**config.mk**
```make
export PLATFORM = sky130hd
export DESIGN_NAME = clk_div_scheduler
export DESIGN_NICKNAME = d
export VERILOG_FILES = /design/src/rtl/clk_div_scheduler.sv
export SDC_FILE = /design/constraint.sdc
export NUM_CORES = 1
export LEC_CHECK = 0
export ABC_CLOCK_PERIOD_IN_PS = 4600
export BUFFER_PORTS_ARGS = -buffer_cell sky130_fd_sc_hd__buf_2
export CORE_MARGIN = 2
export CORE_UTILIZATION = 35
export DETAILED_ROUTE_END_ITERATION = 8
export GPL_TIMING_DRIVEN = 0
export PLACE_DENSITY = 0.57
export SETUP_SLACK_MARGIN = 0.02
export SLEW_MARGIN = 20
export SYNTH_ARGS = -nofsm -noshare
export SYNTH_HDL_FRONTEND = slang
export SYNTH_SLANG_ARGS = --single-unit
```
**constraint.sdc**
```tcl
create_clock -name clk_in -period 4.6 [get_ports clk_in]
set_input_delay 0.46 -clock clk_in [delete_from_list [all_inputs] [get_ports clk_in]]
set_output_delay 0.46 -clock clk_in [all_outputs]
set_load 0.05 [all_outputs]
```
**src/rtl/clk_div_scheduler.sv**
```systemverilog
// Multi-channel programmable clock-enable divider with boundary-aligned ratio updates.
// Optional square-wave clk_level outputs are built when DIV_DUTY_EN is defined.
module clk_div_scheduler #(
  parameter int NUM_CH = 4,
  parameter int CNT_W  = 8,
  localparam int CH_W  = (NUM_CH > 1) ? $clog2(NUM_CH) : 1
) (
  input  logic              clk_in,
  input  logic              reset,
  input  logic              cfg_valid,
  output logic              cfg_ready,
  input  logic [CH_W-1:0]   cfg_ch,
  input  logic [CNT_W-1:0]  cfg_div,
  input  logic              cfg_en,
  output logic [NUM_CH-1:0] clk_flag,
  output logic [NUM_CH-1:0] ch_active,
  output logic [NUM_CH-1:0] upd_pend
`ifdef DIV_DUTY_EN
  ,
  output logic [NUM_CH-1:0] clk_level
`endif
);

  // state      | meaning
  // S_IDLE     | stopped, cnt held at 0, no pulses
  // S_RUN      | dividing by div, no update waiting
  // S_RUN_PEND | dividing by div, accepted update waits for the boundary
  typedef enum logic [1:0] {
    S_IDLE     = 2'd0,
    S_RUN      = 2'd1,
    S_RUN_PEND = 2'd2
  } state_t;

  logic [NUM_CH-1:0] ch_sel;
  logic              cfg_go;

  // Out-of-range channel codes match no channel, so they read ready and are dropped.
  assign cfg_ready = ~reset & ~|(ch_sel & upd_pend);
  assign cfg_go    = cfg_en & (cfg_div != '0);

  for (genvar i = 0; i < NUM_CH; i++) begin : g_ch
    state_t           state, state_nxt;
    logic [CNT_W-1:0] cnt, cnt_nxt;
    logic [CNT_W-1:0] div, div_nxt;
    logic [CNT_W-1:0] pdiv, pdiv_nxt;
    logic             pgo, pgo_nxt;
    logic             flag, flag_nxt;
    logic             level, level_nxt;
    logic             acc, boundary, run_nxt;

    assign ch_sel[i] = (cfg_ch == CH_W'(i));
    assign acc       = cfg_valid & cfg_ready & ch_sel[i];
    assign boundary  = (cnt == div - CNT_W'(1));

    always_ff @(posedge clk_in) begin
      if (reset) begin
        state <= S_IDLE;
        cnt   <= '0;
        div   <= '0;
        pdiv  <= '0;
        pgo   <= 1'b0;
        flag  <= 1'b0;
        level <= 1'b0;
      end else begin
        state <= state_nxt;
        cnt   <= cnt_nxt;
        div   <= div_nxt;
        pdiv  <= pdiv_nxt;
        pgo   <= pgo_nxt;
        flag  <= flag_nxt;
        level <= level_nxt;
      end
    end

    always_comb begin
      state_nxt = state;
      cnt_nxt   = cnt;
      div_nxt   = div;
      pdiv_nxt  = pdiv;
      pgo_nxt   = pgo;
      unique case (state)
        S_IDLE: begin
          cnt_nxt = '0;
          if (acc && cfg_go) begin
            state_nxt = S_RUN;
            div_nxt   = cfg_div;
          end
        end
        S_RUN: begin
          if (boundary) begin
            cnt_nxt = '0;
            // An accept on the boundary cycle lands right after the old period ends.
            if (acc) begin
              if (cfg_go) div_nxt = cfg_div;
              else        state_nxt = S_IDLE;
            end
          end else begin
            cnt_nxt = cnt + CNT_W'(1);
            if (acc) begin
              state_nxt = S_RUN_PEND;
              pdiv_nxt  = cfg_div;
              pgo_nxt   = cfg_go;
            end
          end
        end
        S_RUN_PEND: begin
          if (boundary) begin
            cnt_nxt = '0;
            if (pgo) begin
              state_nxt = S_RUN;
              div_nxt   = pdiv;
            end else begin
              state_nxt = S_IDLE;
            end
          end else begin
            cnt_nxt = cnt + CNT_W'(1);
          end
        end
        default: begin
          state_nxt = S_IDLE;
          cnt_nxt   = '0;
        end
      endcase

      run_nxt   = (state_nxt != S_IDLE);
      flag_nxt  = run_nxt && (cnt_nxt == div_nxt - CNT_W'(1));
      level_nxt = run_nxt && ((div_nxt == CNT_W'(1)) || (cnt_nxt < (div_nxt >> 1)));
    end

    always_comb begin
      ch_active[i] = (state != S_IDLE);
      upd_pend[i]  = (state == S_RUN_PEND);
      clk_flag[i]  = flag;
    end

`ifdef DIV_DUTY_EN
    assign clk_level[i] = level;
`endif
  end

endmodule

```
## Word-level counts from Yosys, hierarchy flattened

Index checks and enable logic that the tools add are counted.

- Register bits after elaboration: 112
- Bits in latches: 0
- RAM bits: 0
- ROM bits: 0
- Bits of input ports: 14
- Output and inout port bits: 13
- Memories: 0

- Add/sub/neg operators: 12
- $mul: 0
- Div/mod/pow operators: 0
- Order comparisons: 0
- Eq/ne operators: 19
- Shift-type cells: 0
- Muxes and demuxes: 68
- Bitwise logic cells: 13
- Reductions and logical operators: 32

Operators by type and width:

| operator | count |
|---|---|
| $mux W8 | 32 |
| $pmux W8 S3 | 4 |
| $eq A8 B8 Y1 | 8 |
| $sub A8 B1 Y8 const B | 8 |
| $mux W2 | 24 |
| $add A8 B1 Y8 const B | 4 |
| $pmux W2 S3 | 4 |
| $reduce_bool A2 Y1 | 8 |
| $eq A2 B2 Y1 const B | 6 |
| $reduce_and A3 Y1 | 4 |
| $eq A2 B1 Y1 const B | 5 |
| $logic_not A2 Y1 | 5 |
| $logic_and A1 B1 Y1 | 8 |
| $reduce_bool A8 Y1 | 1 |
| $reduce_or A2 Y1 | 4 |
| $and A1 B1 Y1 | 7 |
| $not A1 Y1 | 5 |
| $and A4 B4 Y4 | 1 |
| $mux W1 | 4 |
| $reduce_or A4 Y1 | 1 |
| $logic_not A1 Y1 | 1 |

## Depth between registers and ports, before layout

- Depth in word-level cells: 13
- Mapped depth: 19

## Worst setup path after synthesis

OpenSTA, ideal clock, no wires.

- Kind: reg2reg
- Start point: reg g_ch[2].div[0]
- End point: reg g_ch[2].flag
- Setup time: 0.123 ns
- Arrival: 3.713 ns
- Setup slack: 0.764 ns
- Cell stages (with the launch flop): 19
- Clock period less this slack: 3.836 ns
- Cells stage by stage: dfxtp_1 -> buf_2 -> inv_1 -> ha_1 -> nor2b_1 -> or3_1 -> a31oi_1 -> and2_2 -> nand3_4 -> mux2_1 -> a221oi_1 -> a2bb2oi_1 -> ha_1 -> inv_1 -> and3_1 -> a221oi_1 -> a31oi_1 -> o2111ai_1 -> a211oi_1

- Word-level cells in the longest chain between the ends: 7

RTL lines:

| item | line | RTL |
|---|---|---|
| from (decl) | 44 | `logic [CNT_W-1:0] div, div_nxt;` |
| from (signal assigned) | 67 | `div <= div_nxt;` |
| $sub A8 B1 Y8 / $mux W8 (equally long branches) | 53, 94 |  |
| $eq A8 B8 Y1 / $mux W8 (equally long branches) | 53, 93 |  |
| $mux W8, on equally long branches | 107, 90 |  |
| $pmux W8 S3 | 81 | `unique case (state)` |
| $sub A8 B1 Y8 | 126 | `flag_nxt = run_nxt && (cnt_nxt == div_nxt - CNT_W'(1));` |
| $eq A8 B8 Y1 | 126 |  |
| $logic_and A1 B1 Y1 * | 126 |  |
| to (signal assigned) | 70 | `flag <= flag_nxt;` |
| to (decl) | 47 | `logic flag, flag_nxt;` |

Mark *: on every way between the ends. The rest lies on a longest branch, timed or not.
A chain may end at the register's enable or synchronous reset.

## Worst setup path in the final report

- Start point: reg g_ch[3].div[1]
- End point: reg g_ch[3].flag

- Word-level cells in the longest chain between the ends: 7

RTL lines:

| item | line |
|---|---|
| from (decl) | 44 |
| from (signal assigned) | 67 |
| $sub A8 B1 Y8 / $mux W8 (equally long branches) | 53, 94 |
| $eq A8 B8 Y1 / $mux W8 (equally long branches) | 53, 93 |
| $mux W8, on equally long branches | 107, 90 |
| $pmux W8 S3 | 81 |
| $sub A8 B1 Y8 | 126 |
| $eq A8 B8 Y1 | 126 |
| $logic_and A1 B1 Y1 * | 126 |
| to (signal assigned) | 70 |
| to (decl) | 47 |

Marks and branches as above.

==> results.ini <==
[status]
status=completed

[sta]
min_period_over_period_pct=91.2
slew_headroom_pct=37.4
rsz0062_at_grt=false
fin_ws_ns=0.404
finalSetupViolCount=0
fin_skew_ns=0.00632
fmax_ghz=0.238
slew_viol_final=0
period_minus_slack_ns=4.20
hold_viol=0
finalSetupTns_ns=0
tightest_slew_ns=0.939

[global_routing]
grt_usage_pct=18.9
antenna_found_initial=0
grt_max_degree=19
grt-ovfl-total=0
grt_pass1_vias=7080
grt_pass1_wl_mm=36.9

[yosys]
ys_seq_area_share_pct=27.4
netlist_instances=1033
syn-cell-area_um2=8180
synthArstFlopShare_pct=0
ys_warn_count=0
synth_cell_type_count=101
mappedNetlistNets=1075
ys_ff_latch=112
synth_edf_count=0
syn_area_per_cell_um2=7.91
synthFlopType=dfxtp_1

[die]
die_width_um=157
io_pins=27
start_util_pct=35.9
dieArea_um2=24600
core.rowCount=55
core_area_um2=22800
fp.dieH_um=157

[layout]
area_growth_pct=10.5
drive_gt1_share_pct=9.93
seqCellArea_um2=2240
multi_input_area_um2=5540
fin_nets=1104
fill_cells=2368
final_cells=1380
postLayoutCellArea_um2=9030
antenna_cells=0

[power]
p_per_area_nw_per_um2=233
ir_drop_mv=0.187
p_leak_nw=3.28
total_power_w=0.00211

[setup_path]
path_max_fanout=9
path_class=register to register
crit_arrival_ns=4.49
end_kind=register
required_ns=4.89
startpoint_type=register

[placement]
gp_congestion=0.851
dp.cells=1364
portBuffers=18
place_ws_ns=-0.0778
placed_cell_area_um2=8660
dp_hpwl_mm=17.1

[detailed_routing]
dr_total_vias=7392
ant_nets=0
dr.first_iter.drc_count=427
drt-pass1-iter-count=5
viasPerCell=5.36
drc=0
drt_wl_total_mm=22.8
routedWlPerCell_um=16.5

[clocking]
clk_pin_slew_ns=0.08
cts-root-buf=clkbuf_16
cts_max_level=3
insertion_delay_ns=0.37
clock_path_buffers=2
cts_tree=yes
holdBufCountCts=0
cts.sinks=112
cts_made_buffers=9

[job]
max_cap_violations=0

[worst_hold_path]
hold_path.class=primary input to register

## path summary, 6_finish.rpt
check	start	depth (start not counted)	to	slack, ns
setup / recovery	g_ch[3].div[1]$_SDFF_PP0_	14	g_ch[3].flag$_SDFF_PP0_	0.40
hold / removal	cfg_div[3]	3	g_ch[3].pdiv[3]$_SDFFE_PP0P_	0.50
hold reg to reg	g_ch[3].pdiv[3]$_SDFFE_PP0P_	2	g_ch[3].pdiv[3]$_SDFFE_PP0P_	0.50
setup reg to reg	g_ch[3].div[1]$_SDFF_PP0_	14	g_ch[3].flag$_SDFF_PP0_	0.40
## cell type report
| class | instances | area share [%] |
|---|---|---|
| buffer | 58 | 2.91 |
| clock buffer | 11 | 2.80 |
| clock inverter | 5 | 0.942 |
| timing repair buffer | 18 | 0.997 |
| inverter | 45 | 1.87 |
| sequential | 112 | 24.8 |
| tap | 313 | 4.34 |
| multi-input combinational | 818 | 61.3 |
## through the flow
stage               util [%]  hold WS, ns
global placement        38.0        0.469
detailed placement      38.0        0.479
floorplan                  -        0.452
global route            39.7        0.523
finish                  39.7        0.498
CTS                     39.5        0.493
## power breakdown
part | internal (W) | leakage [nW] | switching (W)
Clock | 0.000513 | 0.168 | 0.000407
Sequential | 0.000974 | 0.902 | 0.00000632
Combinational | 0.0000718 | 2.21 | 0.000136
Total | 0.00156 | 3.28 | 0.000549
## cell usage in the layout (no fill, tap or decap), types with 8 or more instances in the layout
cell type | Yosys | final
nand2_1 | 68 | 68
buf_2 | 7 | 24
o31ai_1 | 8 | 8
nor3_1 | 45 | 45
nand3_1 | 39 | 39
nor2_1 | 166 | 166
dfxtp_1 | 112 | 112
or2_2 | 8 | 8
a21oi_1 | 32 | 31
ha_1 | 28 | 28
a31oi_1 | 12 | 10
clkbuf_1 | 41 | 41
mux2i_1 | 44 | 44
inv_1 | 44 | 44
nor2b_1 | 18 | 17
and3_1 | 19 | 19
a22o_1 | 13 | 13
clkbuf_16 | 0 | 9
xor2_1 | 33 | 33
o21ai_0 | 30 | 30
and2_1 | 9 | 9
xnor2_1 | 57 | 57
nand4_1 | 14 | 14
## Yosys cell counts, drive strengths merged, types with 14 or more instances
cell type	instances	share of area [%]
nor2	166	7.6
dfxtp	112	27
nand2	68	3.1
xnor2	57	6.1
nor3	51	3.6
inv	44	2.0
mux2i	44	5.4
clkbuf	41	1.9
nand3	40	2.6
o21ai	34	2.1
a21oi	33	2.1
xor2	33	3.5
ha	28	4.3
and3	20	1.6
nor2b	18	1.4
buf	17	1.3
nand4	14	1.1
## flip-flops by register name, summed over array words and instances, names as in the netlist
name,flops
g_ch.cnt,32
g_ch.div,32
g_ch.pdiv,32
g_ch.state,8
g_ch.flag,4
g_ch.pgo,4
## cell families after synthesis
logic type | count (synthesis) | share of synthesized area (%)
compound gates | 191 | 18.4
xor+xnor | 90 | 9.64
fa+ha+maj | 28 | 4.29
buf+inv | 103 | 5.25
flops | 112 | 27.4
mux | 49 | 6.26
simple gates | 460 | 28.7
## per-layer routing
| layer | global-route usage (%) | part of all wire [%] |
|---|---|---|
| met1 | 25.1 | 48 |
| met2 | 31.6 | 47 |
| met3 | 3.05 | 3.2 |
| met4 | 5.16 | 1.6 |
| met5 | 0 | 0 |
## repair_timing
action / CTS / global route
endpoints found under the hold margin: 0 / 0
setup endpoints to repair: 0 / 2
resized for setup: 0 / 8
buffers inserted: 0 / 0
## critical path: stages (launching register included)
cell	delay [ns]
dfxtp_1	0.49
inv_1	0.15
ha_1	0.27
nand2b_1	0.15
or4_1	0.42
a211oi_2	0.27
a211oi_4	0.11
nor3_4	0.42
mux2_4	0.36
a221oi_4	0.43
nand3_1	0.15
nor4b_2	0.29
a211oi_1	0.08
a211o_1	0.29
a211oi_2	0.23
Note: power is estimated with default switching activity, not from simulation.
